==> src/rtl/fetch_unit_if.sv <==
// fetch_unit_if: PC/redirect inputs, imem request/response and decode handshake of the fetch stage.
// fetch_fault exists only when FETCH_MISALIGN_TRAP_EN is defined.
interface fetch_unit_if #(
   parameter int XLEN = 32
);
   logic [XLEN-1:0] pc;
   logic            flush;
   logic            imem_req_valid;
   logic            imem_req_ready;
   logic [XLEN-1:0] imem_req_addr;
   logic            imem_rsp_valid;
   logic [XLEN-1:0] imem_rsp_data;
   logic            inst_valid;
   logic            inst_ready;
   logic [XLEN-1:0] inst;
   logic [XLEN-1:0] inst_pc;
   logic            pc_advance;
`ifdef FETCH_MISALIGN_TRAP_EN
   logic            fetch_fault;
`endif
   modport master (
      input  pc, flush, imem_req_ready, imem_rsp_valid, imem_rsp_data, inst_ready,
      output imem_req_valid, imem_req_addr, inst_valid, inst, inst_pc, pc_advance
`ifdef FETCH_MISALIGN_TRAP_EN
      , output fetch_fault
`endif
   );
   modport slave (
      output pc, flush, imem_req_ready, imem_rsp_valid, imem_rsp_data, inst_ready,
      input  imem_req_valid, imem_req_addr, inst_valid, inst, inst_pc, pc_advance
`ifdef FETCH_MISALIGN_TRAP_EN
      , input fetch_fault
`endif
   );
endinterface

==> src/rtl/fetch_unit.sv <==
// fetch_unit: fetches one instruction per PC and holds it for decode; pc_advance releases the PC register.
// FETCH_MISALIGN_TRAP_EN: misaligned PCs skip memory and present a NOP with fetch_fault.
module fetch_unit #(
   parameter int              XLEN     = 32,
   parameter logic [XLEN-1:0] NOP_INST = 32'h00000013
) (
   input logic          clk,
   input logic          rst_n,
   fetch_unit_if.master bus
);
   typedef enum logic [2:0] {
      IDLE, REQ, WAIT, HOLD
`ifdef FETCH_MISALIGN_TRAP_EN
      , FAULT
`endif
   } state_t;
   state_t          state_q, state_d;
   logic            drop_q, drop_d;
   logic [XLEN-1:0] addr_q, addr_d, inst_q, inst_d, inst_pc_q, inst_pc_d;
   always_ff @(posedge clk) begin
      if (!rst_n) begin
         state_q   <= IDLE;
         drop_q    <= 1'b0;
         addr_q    <= '0;
         inst_q    <= '0;
         inst_pc_q <= '0;
      end else begin
         state_q   <= state_d;
         drop_q    <= drop_d;
         addr_q    <= addr_d;
         inst_q    <= inst_d;
         inst_pc_q <= inst_pc_d;
      end
   end
   always_comb begin
      state_d            = state_q;
      drop_d             = drop_q;
      addr_d             = addr_q;
      inst_d             = inst_q;
      inst_pc_d          = inst_pc_q;
      bus.imem_req_valid = 1'b0;
      bus.inst_valid     = 1'b0;
      bus.pc_advance     = 1'b0;
      case (state_q)
         IDLE: begin
            addr_d = bus.pc;
`ifdef FETCH_MISALIGN_TRAP_EN
            if (!bus.flush) state_d = (bus.pc[1:0] != 2'b00) ? FAULT : REQ;
`else
            if (!bus.flush) state_d = REQ;
`endif
         end
         REQ: begin
            // a flushed request still completes; its response is dropped later
            bus.imem_req_valid = 1'b1;
            drop_d             = drop_q | bus.flush;
            if (bus.imem_req_ready) state_d = WAIT;
         end
         WAIT: begin
            drop_d = drop_q | bus.flush;
            if (bus.imem_rsp_valid) begin
               drop_d  = 1'b0;
               state_d = (drop_q || bus.flush) ? IDLE : HOLD;
               if (!(drop_q || bus.flush)) begin
                  inst_d    = bus.imem_rsp_data;
                  inst_pc_d = addr_q;
               end
            end
         end
         HOLD
`ifdef FETCH_MISALIGN_TRAP_EN
         , FAULT
`endif
         : begin
            bus.inst_valid = 1'b1;
            bus.pc_advance = bus.inst_ready & ~bus.flush;
            if (bus.flush || bus.inst_ready) state_d = IDLE;
         end
         default: state_d = IDLE;
      endcase
   end
`ifdef FETCH_MISALIGN_TRAP_EN
   logic fault;
   assign fault             = (state_q == FAULT);
   assign bus.fetch_fault   = fault;
   assign bus.inst          = fault ? NOP_INST : inst_q;
   assign bus.inst_pc       = fault ? addr_q : inst_pc_q;
   assign bus.imem_req_addr = addr_q;
`else
   logic unused_nop;
   assign unused_nop        = ^NOP_INST;
   assign bus.inst          = inst_q;
   assign bus.inst_pc       = inst_pc_q;
   assign bus.imem_req_addr = {addr_q[XLEN-1:2], 2'b00};
`endif
endmodule

==> src/flat_wrapper.sv <==
// flat-port wrapper written by rule: the top's interface ports become plain ports
module fetch_unit_flat 
#(
   parameter int              XLEN     = 32,
   parameter logic [XLEN-1:0] NOP_INST = 32'h00000013
)
  (clk, rst_n, bus_pc, bus_flush, bus_imem_req_ready, bus_imem_rsp_valid, bus_imem_rsp_data, bus_inst_ready, bus_imem_req_valid, bus_imem_req_addr, bus_inst_valid, bus_inst, bus_inst_pc, bus_pc_advance);
  fetch_unit_if #(.XLEN(XLEN)) bus_i ();
  input logic clk;
  input logic rst_n;
  input wire logic [$bits(bus_i.pc)-1:0] bus_pc;
  input wire logic [$bits(bus_i.flush)-1:0] bus_flush;
  input wire logic [$bits(bus_i.imem_req_ready)-1:0] bus_imem_req_ready;
  input wire logic [$bits(bus_i.imem_rsp_valid)-1:0] bus_imem_rsp_valid;
  input wire logic [$bits(bus_i.imem_rsp_data)-1:0] bus_imem_rsp_data;
  input wire logic [$bits(bus_i.inst_ready)-1:0] bus_inst_ready;
  output wire logic [$bits(bus_i.imem_req_valid)-1:0] bus_imem_req_valid;
  output wire logic [$bits(bus_i.imem_req_addr)-1:0] bus_imem_req_addr;
  output wire logic [$bits(bus_i.inst_valid)-1:0] bus_inst_valid;
  output wire logic [$bits(bus_i.inst)-1:0] bus_inst;
  output wire logic [$bits(bus_i.inst_pc)-1:0] bus_inst_pc;
  output wire logic [$bits(bus_i.pc_advance)-1:0] bus_pc_advance;
  assign bus_i.pc = bus_pc;
  assign bus_i.flush = bus_flush;
  assign bus_i.imem_req_ready = bus_imem_req_ready;
  assign bus_i.imem_rsp_valid = bus_imem_rsp_valid;
  assign bus_i.imem_rsp_data = bus_imem_rsp_data;
  assign bus_i.inst_ready = bus_inst_ready;
  assign bus_imem_req_valid = bus_i.imem_req_valid;
  assign bus_imem_req_addr = bus_i.imem_req_addr;
  assign bus_inst_valid = bus_i.inst_valid;
  assign bus_inst = bus_i.inst;
  assign bus_inst_pc = bus_i.inst_pc;
  assign bus_pc_advance = bus_i.pc_advance;
  fetch_unit #(.XLEN(XLEN), .NOP_INST(NOP_INST)) u_core (.clk(clk), .rst_n(rst_n), .bus(bus_i));
endmodule
==> config.mk <==
export PLATFORM = sky130hd
export DESIGN_NAME = fetch_unit_flat
export DESIGN_NICKNAME = d
export VERILOG_FILES = /design/src/rtl/fetch_unit_if.sv /design/src/rtl/fetch_unit.sv /design/src/flat_wrapper.sv
export SDC_FILE = /design/constraint.sdc
export NUM_CORES = 1
export LEC_CHECK = 0
export ABC_AREA = 1
export BUFFER_PORTS_ARGS = -buffer_cell sky130_fd_sc_hd__clkbuf_2
export CAP_MARGIN = 20
export CORE_MARGIN = 2
export CORE_UTILIZATION = 47
export CTS_CLUSTER_SIZE = 28
export DETAILED_ROUTE_END_ITERATION = 6
export GPL_ROUTABILITY_DRIVEN = 0
export PLACE_DENSITY = 0.84
export SKIP_CTS_REPAIR_TIMING = 1
export SYNTH_ARGS = -nofsm -noshare
export SYNTH_HDL_FRONTEND = slang
export SYNTH_SLANG_ARGS = --single-unit
==> constraint.sdc <==
create_clock -name clk -period 1.82 [get_ports clk]
set_clock_uncertainty 0.05 [all_clocks]
set_input_delay 0.182 -clock clk [delete_from_list [all_inputs] [get_ports clk]]
set_output_delay 0.182 -clock clk [all_outputs]
set_load 0.1 [all_outputs]
# Word-level counts from Yosys, hierarchy flattened
# Cells that the tools add are included.
dict set report op_classes {
  eq_ne 7
  n_bitwise 4
  n_reduce_logical 6
  n_mux 11
}
# cell n
set op_table {}
lappend op_table {{$mux 3} 4}
lappend op_table {{$pmux 3 s4} 1}
lappend op_table {{$eq 3x2->1 const B} 2}
lappend op_table {{$ne 2x2->1 const B} 3}
lappend op_table {{$mux 1} 4}
lappend op_table {{$reduce_and 4->1} 1}
lappend op_table {{$eq 3x1->1 const B} 1}
lappend op_table {{$logic_not 3->1} 1}
lappend op_table {{$reduce_and 3->1} 1}
lappend op_table {{$logic_or 1x1->1} 2}
lappend op_table {{$mux 2} 1}
lappend op_table {{$ne 2x1->1 const B} 1}
lappend op_table {{$not 1->1} 2}
lappend op_table {{$pmux 1 s2} 1}
lappend op_table {{$reduce_bool 2->1} 1}
lappend op_table {{$and 1x1->1} 1}
lappend op_table {{$or 1x1->1} 1}
dict set report totals {
  ff_bits 100
  out_inout_bits 99
}

# Logic depth before layout (Yosys ltp)
dict set report logic_depth {
  ltp_word 4
  ltp_mapped 8
  mapped_depth_nobuf 8
}

# Worst setup path before layout
# OpenSTA, ideal clock, no wires.
dict set report synth_timing {
  kind {register to output}
  start {register u_core.state_q[0]}
  end {output port bus_pc_advance}
  slack_ps -1049
  path_stages_with_launch 4
  arrival_ps 2637
  cell_sequence {dfxtp_1 -> ha_1 -> nand2_1 -> nor2_1}
}
dict set report synth_between {
  elab_chain_len 2
}
# item line
set synth_lines {}
lappend synth_lines {{start, declared} fetch_unit.sv:17} ;# state_t state_q, state_d;
lappend synth_lines {{start signal, assigned} fetch_unit.sv:28} ;# state_q <= state_d;
lappend synth_lines {{$eq 3x2->1} fetch_unit.sv:44} ;# case (state_q)
lappend synth_lines {{$mux 1} fetch_unit.sv:44}
lappend synth_lines {{end, declared} flat_wrapper.sv:22} ;# output wire logic [$bits(bus_i.pc_advance)-1:0] bus_pc_advance;
# No other way between the ends.

# Worst setup path after layout
dict set report layout_timing {
  start {register u_core.state_q[1]}
  end {output port bus_imem_req_valid}
}
dict set report layout_between {
  elab_chain_len 2
}
# item line
set layout_lines {}
lappend layout_lines {{$eq 3x1->1} fetch_unit.sv:44}
lappend layout_lines {{$mux 1} fetch_unit.sv:44}
lappend layout_lines {{end, declared} flat_wrapper.sv:17} ;# output wire logic [$bits(bus_i.imem_req_valid)-1:0] bus_imem_req_valid;
# No other way between the ends.

==> results.py <==
metrics = {
    "sta": {
        "timing.fmax_mhz": 581,
        "setup_ws_ns": 0.0978,
        "rsz0062_at_grt": "false",
        "hold_viol": 4,
        "drv_slew": 0,
        "finalCritPeriodShare_pct": 94.6,
        "tightest_slew_ns": 0.570,
        "max_slew_margin_pct": 62.2,
        "holdWs_ns": -0.0117,
        "period_minus_slack_ns": 1.72,
        "setup_viol_count_final": 0,
    },
    "setup_path": {
        "worstPathArrival_ns": 1.49,
        "worstPathRequired_ns": 1.59,
        "r2r_start": "u_core.state_q[1]",
        "crit_path_max_fanout": 5,
        "end_kind": "output pin",
        "worstSetupPathType": "reg2out",
        "crit_chain": "inv_1 -> ha_1 -> clkbuf_2",
        "cpMaxStageDelayCell": "clkbuf_2",
        "rrSetupSlack_ns": 0.21,
        "critical_path.top_delay_family": "buffers and inverters",
        "path_buf_inv": 2,
        "rr_worst_depth": 6,
        "start_kind": "flip-flop",
        "r2r-end": "u_core.bus.inst[9]",
        "worst_path_largest_cell_delay_ns": 0.46,
    },
    "place": {
        "place_ws_ns": 0.253,
        "io_buffers": 166,
        "place_inst": 711,
        "place_area_mm2": 0.00448,
        "hpwl_um": 6340,
    },
    "job": {
        "maxCapViolCount": 0,
    },
    "clocking": {
        "clk_pin_slew_ns": 0.11,
        "cts_tree": "yes",
        "clockBufferDepth": 2,
        "cts_sinks": 99,
        "numCtsBuffers": 9,
        "cts_max_level": 3,
        "root_buffer": "clkbuf_8",
        "insertion_delay_ns": 0.35,
    },
    "floorplan": {
        "rows": 33,
        "boundaryPins": 169,
        "start_util_pct": 47.7,
        "dieHeight_um": 94.6,
        "fp.dieW_um": 94.6,
        "core_mm2": 0.00809,
        "dieArea_mm2": 0.00895,
    },
    "synth": {
        "synth_cells": 491,
        "synth_compound_area_share_pct": 13.1,
        "netlist_area_mm2": 0.00386,
        "ys_warn_count": 0,
        "synth_xor_area_share_pct": 0,
        "ys_seq_area_share_pct": 51.4,
        "synthDistinctLibCells": 23,
        "synth_mux_area_share_pct": 0,
        "synth_seq_cells": 99,
        "synthAdderAreaFrac_pct": 1.62,
        "syn_area_per_cell_um2": 7.86,
        "synth_top_family_by_area": "simple AND/OR/NAND/NOR gates",
        "synth_simple_gate_area_share_pct": 21.4,
    },
    "finish": {
        "layout-drive-gt1-share_pct": 30.7,
        "final_common_cell": "nor2_1",
        "fin_area_mm2": 0.00489,
        "final_cell_mix": "nor2_1 (198), clkbuf_2 (165), dfxtp_1 (99), o21ai_0 (67), o21ai_1 (30)",
        "num_antenna_cells": 0,
        "fin_nets": 712,
        "area_growth_syn_to_layout_pct": 26.7,
        "fin_cells": 747,
    },
    "worst_hold_path": {
        "hold-path-cell-count": 3,
        "min_from": "bus_imem_rsp_data[13]",
        "hold_path_class": "in2reg",
        "whs_endpoint": "u_core.bus.inst[13]",
    },
    "routing": {
        "wl_per_cell_um": 12.9,
        "drc": 0,
        "drt-initial-drc-count": 135,
        "drt-total-wl_um": 9620,
        "ant_nets": 0,
        "routed-via-count": 3615,
        "drt-vias-per-instance": 4.84,
        "dr.pass1.iters": 4,
    },
    "global_routing": {
        "grt_first_pass_wirelength_um": 14200,
        "overflow": 0,
        "grt_usage_pct": 19.9,
        "grt_pass1_vias": 3297,
        "grt_max_degree": 100,
        "antenna_found_initial": 0,
    },
    "outcome": {
        "status": "finished with violations",
        "failed_checks": "negative hold slack",
    },
    "power": {
        "power_w": 0.00935,
        "ir_drop_mv": 1.17,
        "p_per_area_mw_per_mm2": 1910,
        "p_leak_nw": 2.55,
    },
}
-- tightest hold or removal path, cell delays in order --
cell	delay, ns
clkbuf_2	0.07
nor2_1	0.03
nor2_1	0.08
-- synthesized netlist by cell type, drive strengths merged --
cell | count | area share, %
nor2 | 201 | 20
dfxtp | 99 | 51
o21ai | 97 | 13
buf | 48 | 10
clkbuf | 14 | 1.4
nand2 | 14 | 1.4
inv | 8 | 0.78
ha | 5 | 1.6
a21oi | 1 | 0.13
a311oi | 1 | 0.23
conb | 1 | 0.097
nand4 | 1 | 0.16
o21bai | 1 | 0.19
-- per-layer routing --
layer | routed length, µm | vias to the layer above | part of all wire [%] | track usage (%)
li1 | - | 1810 | - | -
met5 | 0 | - | 0 | 0
met4 | 229 | 0 | 2.4 | 7.97
met2 | 4970 | 120 | 52 | 36.2
met1 | 3970 | 1664 | 41 | 22.5
met3 | 455 | 21 | 4.7 | 4.39
-- final cells by class --
type | instances | area, µm²
Sequential cell | 99 | 1980
Clock inverter | 6 | 83.8
Fill cell | 715 | 3200
Multi-Input combinational cell | 323 | 1410
Timing Repair Buffer | 196 | 1120
Inverter | 8 | 30.0
Tap cell | 105 | 131
Clock buffer | 10 | 128
-- how the worst max path moves through the flow --
stage / start / end / cells after the start
floorplan: u_core.state_q[0] / bus_pc_advance / 3
global placement: u_core.state_q[1] / u_core.bus.inst_pc[1] / 6
detailed placement: u_core.state_q[1] / u_core.bus.inst_pc[29] / 6
CTS: u_core.state_q[1] / bus_imem_req_valid / 3
global route: u_core.state_q[1] / bus_imem_req_valid / 3
finish: u_core.state_q[1] / bus_imem_req_valid / 3
-- per-stage QoR --
step | utilization (%) | hold slack [ns] | setup TNS (ns)
after global placement | 55.3 | 0.353 | 0
after floorplan | - | 0.248 | -0.0445
after CTS | 57.9 | -0.0265 | 0
after detailed placement | 55.3 | 0.362 | 0
after global routing | 60.4 | 0.000308 | 0
final | 60.4 | -0.0117 | 0
-- flip-flops by register name (all words and copies together), names as in the netlist --
signal and flops:
u_core.addr_q 32, u_core.state_q 2, u_core.bus.inst_pc 32, u_core.drop_q 1, u_core.bus.inst 32
-- where the power goes --
group	internal [W]	total, W	leakage, nW	switching (W)
clock	0.000668	0.00146	0.106	0.000789
combinational	0.000808	0.00497	1.64	0.00416
sequential	0.00262	0.00292	0.809	0.000297
-- kinds of logic after synthesis --
| group | Yosys count |
|---|---|
| DFF | 99 |
| other | 1 |
| adders and majority gates | 5 |
| buffers and inverters | 70 |
| AOI/OAI and AO/OA | 100 |
| and+or+nand+nor | 216 |
(Power assumes the default switching activity.)
